--- src/rtl/data_memory_unit_if.sv ---
// data_memory_unit_if: pipeline-side load/store bus, debug port and status of the data memory.
interface data_memory_unit_if #(
  parameter int BITS_SIZE      = 32,
  parameter int BITS_EXTENSION = 2,
  parameter int BITS_ERRCNT    = 8
);
  logic                      i_step;
  logic [BITS_SIZE-1:0]      i_alu_address;
  logic [BITS_SIZE-1:0]      i_debug_address;
  logic [BITS_SIZE-1:0]      i_data_register;
  logic                      i_flag_mem_read;
  logic                      i_flag_mem_write;
  logic [BITS_EXTENSION-1:0] i_ctl_data_size_mem;
  logic                      i_unsigned_load;
  logic [BITS_SIZE-1:0]      o_data_read;
  logic [BITS_SIZE-1:0]      o_debug_data;
  logic                      o_busy;
  logic                      o_misaligned;
  logic [BITS_ERRCNT-1:0]    o_error_count;
  modport master (
    output i_step, i_alu_address, i_debug_address, i_data_register, i_flag_mem_read,
           i_flag_mem_write, i_ctl_data_size_mem, i_unsigned_load,
    input  o_data_read, o_debug_data, o_busy, o_misaligned, o_error_count
  );
  modport slave (
    input  i_step, i_alu_address, i_debug_address, i_data_register, i_flag_mem_read,
           i_flag_mem_write, i_ctl_data_size_mem, i_unsigned_load,
    output o_data_read, o_debug_data, o_busy, o_misaligned, o_error_count
  );
endinterface

--- src/rtl/data_memory_unit.sv ---
// data_memory_unit: byte-lane data memory with alignment checking, debug read port and clear-on-reset sequencer.
module data_memory_unit #(
  parameter int BITS_SIZE      = 32,
  parameter int SIZE_MEM_DATA  = 64,
  parameter int BITS_EXTENSION = 2,
  parameter int BITS_ERRCNT    = 8
) (
  input logic i_clk,
  input logic i_reset,
  data_memory_unit_if.slave bus
);
  localparam int AW = $clog2(SIZE_MEM_DATA);
  typedef enum logic {CLEAR, IDLE} state_t;
  state_t state, state_next;
  logic [AW-1:0] clr_ptr;
  logic [BITS_SIZE-1:0] mem [SIZE_MEM_DATA];
  logic [AW-1:0] idx;
  logic [1:0] lane;
  logic sz_w, sz_b, sz_h, active, fault, we, uns;
  logic [BITS_SIZE-1:0] rword, wmask, wdata, din;
  logic [7:0] rbyte;
  logic [15:0] rhalf;
  logic unused_bits;
  assign idx = bus.i_alu_address[AW+1:2];
  assign lane = bus.i_alu_address[1:0];
  assign din = bus.i_data_register;
  assign uns = bus.i_unsigned_load;
  assign unused_bits = ^{bus.i_alu_address[BITS_SIZE-1:AW+2], bus.i_debug_address[BITS_SIZE-1:AW]};
  assign sz_w = bus.i_ctl_data_size_mem == BITS_EXTENSION'(0);
  assign sz_b = bus.i_ctl_data_size_mem == BITS_EXTENSION'(1);
  assign sz_h = bus.i_ctl_data_size_mem == BITS_EXTENSION'(2);
  assign bus.o_busy = state == CLEAR;
  assign active = (bus.i_flag_mem_read | bus.i_flag_mem_write) & bus.i_step & ~bus.o_busy;
  // anything that is not a naturally aligned byte/half/word is a fault, including the reserved code
  assign fault = ~((sz_w & lane == 2'b00) | sz_b | (sz_h & ~lane[0]));
  assign bus.o_misaligned = active & fault;
  assign we = active & bus.i_flag_mem_write & ~fault;
  assign rword = mem[idx];
  assign rbyte = 8'(rword >> {lane, 3'b000});
  assign rhalf = 16'(rword >> {lane[1], 4'b0000});
  assign wmask = sz_b ? BITS_SIZE'(8'hff) << {lane, 3'b000} :
                 sz_h ? BITS_SIZE'(16'hffff) << {lane[1], 4'b0000} : '1;
  assign wdata = sz_b ? BITS_SIZE'(din[7:0]) << {lane, 3'b000} :
                 sz_h ? BITS_SIZE'(din[15:0]) << {lane[1], 4'b0000} : din;
  assign bus.o_data_read = ~(active & bus.i_flag_mem_read & ~fault) ? '0 :
                           sz_b ? {{(BITS_SIZE-8){~uns & rbyte[7]}}, rbyte} :
                           sz_h ? {{(BITS_SIZE-16){~uns & rhalf[15]}}, rhalf} : rword;
  always_comb begin
    state_next = state;
    if (state == CLEAR && clr_ptr == AW'(SIZE_MEM_DATA-1)) state_next = IDLE;
  end
  always_ff @(posedge i_clk) begin
    if (i_reset) begin
      state <= CLEAR;
      clr_ptr <= '0;
    end else begin
      state <= state_next;
      clr_ptr <= bus.o_busy ? clr_ptr + 1'b1 : clr_ptr;
    end
  end
  always_ff @(posedge i_clk) begin
    if (bus.o_busy) mem[clr_ptr] <= '0;
    else if (we) mem[idx] <= (rword & ~wmask) | (wdata & wmask);
  end
  always_ff @(posedge i_clk) begin
    bus.o_debug_data <= (i_reset | bus.o_busy) ? '0 : mem[bus.i_debug_address[AW-1:0]];
    if (i_reset) bus.o_error_count <= '0;
    else if (bus.o_misaligned & ~&bus.o_error_count) bus.o_error_count <= bus.o_error_count + 1'b1;
  end
endmodule

--- src/flat_wrapper.sv ---
// flat-port wrapper written by rule: the top's interface ports become plain ports
module data_memory_unit_flat 
#(
  parameter int BITS_SIZE      = 32,
  parameter int SIZE_MEM_DATA  = 64,
  parameter int BITS_EXTENSION = 2,
  parameter int BITS_ERRCNT    = 8
)
  (i_clk, i_reset, bus_i_step, bus_i_alu_address, bus_i_debug_address, bus_i_data_register, bus_i_flag_mem_read, bus_i_flag_mem_write, bus_i_ctl_data_size_mem, bus_i_unsigned_load, bus_o_data_read, bus_o_debug_data, bus_o_busy, bus_o_misaligned, bus_o_error_count);
  data_memory_unit_if #(.BITS_SIZE(BITS_SIZE), .BITS_EXTENSION(BITS_EXTENSION), .BITS_ERRCNT(BITS_ERRCNT)) bus_i ();
  input logic i_clk;
  input logic i_reset;
  input wire logic [$bits(bus_i.i_step)-1:0] bus_i_step;
  input wire logic [$bits(bus_i.i_alu_address)-1:0] bus_i_alu_address;
  input wire logic [$bits(bus_i.i_debug_address)-1:0] bus_i_debug_address;
  input wire logic [$bits(bus_i.i_data_register)-1:0] bus_i_data_register;
  input wire logic [$bits(bus_i.i_flag_mem_read)-1:0] bus_i_flag_mem_read;
  input wire logic [$bits(bus_i.i_flag_mem_write)-1:0] bus_i_flag_mem_write;
  input wire logic [$bits(bus_i.i_ctl_data_size_mem)-1:0] bus_i_ctl_data_size_mem;
  input wire logic [$bits(bus_i.i_unsigned_load)-1:0] bus_i_unsigned_load;
  output wire logic [$bits(bus_i.o_data_read)-1:0] bus_o_data_read;
  output wire logic [$bits(bus_i.o_debug_data)-1:0] bus_o_debug_data;
  output wire logic [$bits(bus_i.o_busy)-1:0] bus_o_busy;
  output wire logic [$bits(bus_i.o_misaligned)-1:0] bus_o_misaligned;
  output wire logic [$bits(bus_i.o_error_count)-1:0] bus_o_error_count;
  assign bus_i.i_step = bus_i_step;
  assign bus_i.i_alu_address = bus_i_alu_address;
  assign bus_i.i_debug_address = bus_i_debug_address;
  assign bus_i.i_data_register = bus_i_data_register;
  assign bus_i.i_flag_mem_read = bus_i_flag_mem_read;
  assign bus_i.i_flag_mem_write = bus_i_flag_mem_write;
  assign bus_i.i_ctl_data_size_mem = bus_i_ctl_data_size_mem;
  assign bus_i.i_unsigned_load = bus_i_unsigned_load;
  assign bus_o_data_read = bus_i.o_data_read;
  assign bus_o_debug_data = bus_i.o_debug_data;
  assign bus_o_busy = bus_i.o_busy;
  assign bus_o_misaligned = bus_i.o_misaligned;
  assign bus_o_error_count = bus_i.o_error_count;
  data_memory_unit #(.BITS_SIZE(BITS_SIZE), .SIZE_MEM_DATA(SIZE_MEM_DATA), .BITS_EXTENSION(BITS_EXTENSION), .BITS_ERRCNT(BITS_ERRCNT)) u_core (.i_clk(i_clk), .i_reset(i_reset), .bus(bus_i));
endmodule
--- config.mk ---
export PLATFORM = sky130hd
export DESIGN_NAME = data_memory_unit_flat
export DESIGN_NICKNAME = d
export VERILOG_FILES = /design/src/rtl/data_memory_unit_if.sv /design/src/rtl/data_memory_unit.sv /design/src/flat_wrapper.sv
export SDC_FILE = /design/constraint.sdc
export NUM_CORES = 2
export LEC_CHECK = 0
export BUFFER_PORTS_ARGS = -buffer_cell sky130_fd_sc_hd__buf_4
export CORE_MARGIN = 8
export CORE_UTILIZATION = 35
export CTS_CLUSTER_DIAMETER = 60
export DETAILED_ROUTE_END_ITERATION = 8
export PLACE_DENSITY = 0.57
export SLEW_MARGIN = 25
export SYNTH_ARGS = -nofsm -noshare
export SYNTH_HDL_FRONTEND = slang
export SYNTH_SLANG_ARGS = --single-unit
--- constraint.sdc ---
create_clock -name i_clk -period 12.78 [get_ports i_clk]
set_input_delay 1.278 -clock i_clk [delete_from_list [all_inputs] [get_ports i_clk]]
set_output_delay 1.278 -clock i_clk [all_outputs]
set_load 0.05 [all_outputs]
-- Yosys cells after proc, flatten, opt, wreduce, memory -nomap -nowiden
Memory sizes are Yosys's and may differ from the RTL's. A register that Yosys moved wholly into a read port is not among the register bits.
Index checks and enable logic that the tools add are counted.
- $add $sub $neg: 2
- equal/unequal tests: 3
- shift operators: 6
- mux-type cells: 14
- bitwise gates (word level): 24
- reductions and logical operators: 6
- operator list (kind ; number):
    $mux W32 ; 8
    $and A32 B32 Y32 ; 2
    $not A32 Y32 ; 1
    $or A32 B32 Y32 ; 1
    $reduce_or A32 Y1 ; 1
    $shl A16 B5 Y32 ; 1
    $shl A16 B5 Y32 const A ; 1
    $shl A8 B5 Y32 ; 1
    $shl A8 B5 Y32 const A ; 1
    $shr A32 B5 Y16 ; 1
    $shr A32 B5 Y8 ; 1
    $and A1 B1 Y1 ; 12
    $add A8 B1 Y8 const B ; 1
    $reduce_and A8 Y1 ; 1
    $add A6 B1 Y6 const B ; 1
    $eq A6 B6 Y1 const B ; 1
    $mux W6 ; 1
    $mux W1 ; 5
    $logic_not A2 Y1 ; 2
    $not A1 Y1 ; 4
    $or A1 B1 Y1 ; 4
    $eq A2 B1 Y1 const B ; 1
    $eq A2 B2 Y1 const B ; 1
    $logic_and A1 B1 Y1 ; 1
    $logic_not A1 Y1 ; 1
- flip-flop bits (word level): 15
- RAM bits: 2048
- input bits: 104
- output and inout port bits: 74
- logic and storage cells: 59
- memories kept: 1
- memories (memory ; depth ; bits a word ; rd ports ; clocked after memory_dff ; write ports ; line ; source):
    u_core.mem ; 64 ; 32 ; 2 ; 1 ; 1 ; data_memory_unit.sv:16 ; logic [BITS_SIZE-1:0] mem [SIZE_MEM_DATA];

-- Longest topological paths before layout
- word-level depth: 10
- depth in mapped cells: 14
- mapped depth without buffers: 7

-- Worst setup path after synthesis
OpenSTA, ideal clock, no wires.
- path kind: input port to flip-flop
- start: input port bus_i_alu_address[2]
- end: memory u_core.mem[0][16] (data pin)
- setup time: 0.681 ns
- arrival: 5.658 ns
- data required time: 12.099 ns
- setup slack: 6.441 ns
- stages: 14
- path buffers: 7
- path through: buf_6 > buf_12 > buf_6 > buf_6 > buf_6 > buf_6 > buf_6 > mux2i_1 > o221ai_1 > a21oi_1 > a211o_1 > a21oi_1 > nor2b_1 > nor3_1
- longest elaborated chain between the ends: 4
- ends and longest elaborated chain (what ; line ; source):
    from (decl) ; flat_wrapper.sv:14 ; input wire logic [$bits(bus_i.i_alu_address)-1:0] bus_i_alu_address;
    $mem_v2 Z64 W32 ; - ;
    $and A32 B32 Y32 ; data_memory_unit.sv:63 ; else if (we) mem[idx] <= (rword & ~wmask) | (wdata & wmask);
    $or A32 B32 Y32 ; data_memory_unit.sv:63 ;
    $mux W32 (no source line) ; - ;
    to (decl) ; data_memory_unit.sv:16 ;
No other way between the ends.

-- Final worst setup path
- start: input port bus_i_alu_address[4]
- end: output port bus_o_data_read[29]
- longest elaborated chain between the ends: 6
- elaborated cells on any way between the ends: 8
- those cells by class: shift (2); mux (3); bitwise (2); memory (1)
- ends and longest elaborated chain (what ; line ; source):
    $mem_v2 Z64 W32 (*) ; - ;
    $shr A32 B5 Y16 ; data_memory_unit.sv:40 ; assign rhalf = 16'(rword >> {lane[1], 4'b0000});
    $and A1 B1 Y1 ; data_memory_unit.sv:47 ; sz_h ? {{(BITS_SIZE-16){~uns & rhalf[15]}}, rhalf} : rword;
    $mux W32 ; data_memory_unit.sv:47 ;
    $mux W32 (*) ; data_memory_unit.sv:46 ; sz_b ? {{(BITS_SIZE-8){~uns & rbyte[7]}}, rbyte} :
    $mux W32 (*) ; data_memory_unit.sv:45 ; assign bus.o_data_read = ~(active & bus.i_flag_mem_read & ~fault) ? '0 :
    to (decl) ; flat_wrapper.sv:21 ; output wire logic [$bits(bus_i.o_data_read)-1:0] bus_o_data_read;
Every way passes the cells marked *; elsewhere a longest branch is shown, timed or not.

==> out/results.txt <==
maximum number of pins on one net before global-route repair - 136
drc violations - 0
max-capacitance violation count - 0
Synth Flop Type - edfxtp_1
Worst Clk Skew - 0.03995 ns
setup TNS - 0 ns
crit path max fanout - 52
Worst EP required - 11.50 ns
num ports - 178
syn avg cell area - 21.34 um2
Initial Util - 35.23%
CTS Buffer Depth - 3
Sequential Area - 0.06244 mm2
GRT Total Usage - 22.91%
min cycle time layout - 7.904 ns
asr flop ratio synth - 0%
core box area - 0.2767 mm2
post-synthesis sequential area ratio - 64.05%
CTS H-tree depth - 4
Sink Count - 2095
# Post-CTS Setup Buffers - 0
Pre-antenna DRT Iters - 6
Overall Power - 14.86 mW
routed len/inst - 40.03 um
Seq cells post-synth - 2095
slew at the pin with the worst max-slew slack - 1.348 ns
row count - 193
PD cells - 133.9 mW/mm2
synth warn - 0
Final Hold Fails - 0
post-synthesis cell count - 4568
final setup fails - 0
Die W - 543.8 um
gr ovfl total - 0
Critical Path Sink Type - primary output
vias in the first global route - 55280
Post-Syn Nets - 4674
Synth area leaders - edfxtp_1 (63%), mux4_2 (28%), mux2i_1 (1.0%), dfxtp_1 (0.97%), clkbuf_1 (0.58%)
Synth cell types - 69
final-stage net count - 4862
post_cts resized - 0
r2r worst-path depth - 9
post-DR vias/cell - 6.317
Reg clk slew, reported paths - 0.06 ns
area delta synth->final - 13.85%
share of cells above drive strength 1 - 40.88%
Critical Path Source Type - primary input
RSZ-0062 raised after global routing - no
antenna violations before repair - 21
FILL cells - 24410
GPL Wtd Cong - 0.9757
I/O Buffers - 127
Synth area leader - edfxtp_1
status - complete, no violations
clock latency at the later pin of the worst-skew pair - 0.89 ns
Peak supply drop - 120.4 uV
Leak - 37.81 nW
Mapped Area - 0.09749 mm2
min-delay worst type - reg2reg
dpl hpwl - 195700 um
CTS buffer count - 221
kind of critical path - in2out
count of pins over their slew limit - 0
DR iter-0 viols - 7478
total die area - 0.2957 mm2
share of the synthesized area in the top cell type - 63.08%
Die H - 543.8 um
Peak Freq - 126.5 MHz
area of the multi-input gates - 0.03402 mm2
Worst EP arrival - 6.63 ns
Final period util - 61.85%
EDFF count, synth - 2048
root buffer selected by CTS - clkbuf_16
worst hold stages - 2
max_slew headroom - 10.13%
CTS Hold Bufs - 0
first-pass GRT wire length - 466600 um
final WL - 346600 um
post-route ant nets - 0
DR vias - 54700
TritonCTS clock tree - yes
[stage by stage]
step | hold WS [ns] | cells | worst slack (ns) | util, % | instance area [um2]
2_1_floorplan | 0.4991 | 4568 | 6.441 | - | 97490
3_3_place_gp | 0.5217 | 8232 | 4.967 | 37.46 | 103700
3_5_place_dp | 0.5397 | 8236 | 5.061 | 37.51 | 103800
4_1_cts | 0.5537 | 8642 | 5.059 | 40.07 | 110900
5_1_grt | 0.5790 | 8654 | 4.903 | 40.10 | 111000
6_report | 0.5410 | 8659 | 4.876 | 40.11 | 111000
[worst paths after layout]
check | startpoint | to | slack (ns)
hold / removal | u_core.bus.o_error_count[7] | u_core.bus.o_error_count[7] | 0.54
setup reg to reg | u_core.state | u_core.mem[14][3] | 8.36
hold reg to reg | u_core.bus.o_error_count[7] | u_core.bus.o_error_count[7] | 0.54
setup / recovery | bus_i_alu_address[4] | bus_o_data_read[29] | 4.88
[registers in the layout (all words and copies together) (netlist names)]
| register | cells |
|---|---|
| u_core.bus.o_debug_data | 32 |
| u_core.bus.o_error_count | 8 |
| u_core.clr_ptr | 6 |
| u_core.mem | 2048 |
| u_core.state | 1 |
[Yosys cell counts (7+ instances only)]
cell / instances
buf_4: 35
a21oi_1: 57
a221oi_1: 23
mux2i_1: 97
nand3_1: 32
clkbuf_1: 151
a22o_1: 9
mux4_2: 1197
buf_6: 40
xor2_1: 9
dfxtp_1: 47
a222oi_1: 15
o21ai_1: 19
and3_1: 8
nand2b_1: 21
a22oi_1: 35
nand2_1: 117
o21ai_0: 27
mux2_2: 27
or2_2: 9
a32oi_1: 12
buf_1: 64
mux4_1: 14
edfxtp_1: 2048
nor2_1: 135
buf_2: 67
o221ai_1: 15
a31oi_1: 7
nor2b_1: 49
nor3_1: 19
a211oi_1: 49
o22ai_1: 31
inv_1: 8
[cell families (layout without fill, tap and decap cells)]
family          Yosys count  in the layout  synth area share (%)
compound gates          341            341                 2.508
xor+xnor                 12             12                0.1078
fa+ha+maj                 2              2               0.02567
buf+inv                 370            741                 1.993
flops                  2095           2095                 64.05
mux                    1336           1336                 29.35
other cells               0             15                     0
simple gates            412            412                 1.965
[cell usage in the layout (no fill, tap or decap), types with 23 or more instances in the layout]
cell	Yosys	layout
nor2_4	0	71
dfxtp_1	47	47
nand3_1	32	30
a221oi_1	23	23
a22oi_1	35	35
clkinv_2	0	49
mux2i_1	97	97
a211oi_1	49	44
clkbuf_1	151	33
clkbuf_16	0	224
nor2_1	135	60
buf_4	35	299
clkinv_1	2	49
mux2_2	27	27
a21oi_1	57	36
nor2b_1	49	45
mux4_2	1197	1197
o22ai_1	31	31
o21ai_0	27	26
nand2_1	117	117
edfxtp_1	2048	2048
[metal layers]
metal	global-route usage [%]	vias up	routed length [um]	share of wire (%)
met2	36.97	2988	166500	48
li1	-	20630	-	-
met1	29.28	30370	129400	37
met4	12.62	4	22210	6.4
met5	0	-	23	0.0066
met3	4.433	709	28460	8.2
[worst max-delay path: stages]
cell	delay (ns)
buf_6	0.17
buf_4	0.33
inv_8	0.57
buf_4	0.62
buf_4	0.49
mux4_2	0.56
a22oi_1	0.64
nand2_1	0.65
a211oi_1	0.40
o21ai_1	0.23
buf_4	0.30
[final cells by class]
type,count,share of cell area (%)
antenna,15,0.03382
clock buffer,259,5.179
clock inverter,147,1.223
inverter,10,0.04058
multi-input combinational,2103,30.66
sequential,2095,56.26
tap,3705,4.177
timing repair buffer,325,2.434
[power by group]
part           switching (mW)  internal [mW]  leakage, nW
registers              0.0148           7.47         22.5
logic                   0.626          0.366         11.8
clock network            2.77           3.62         3.49
total                    3.41           11.5         37.8
No activity file was read; power rests on OpenSTA's default activity.
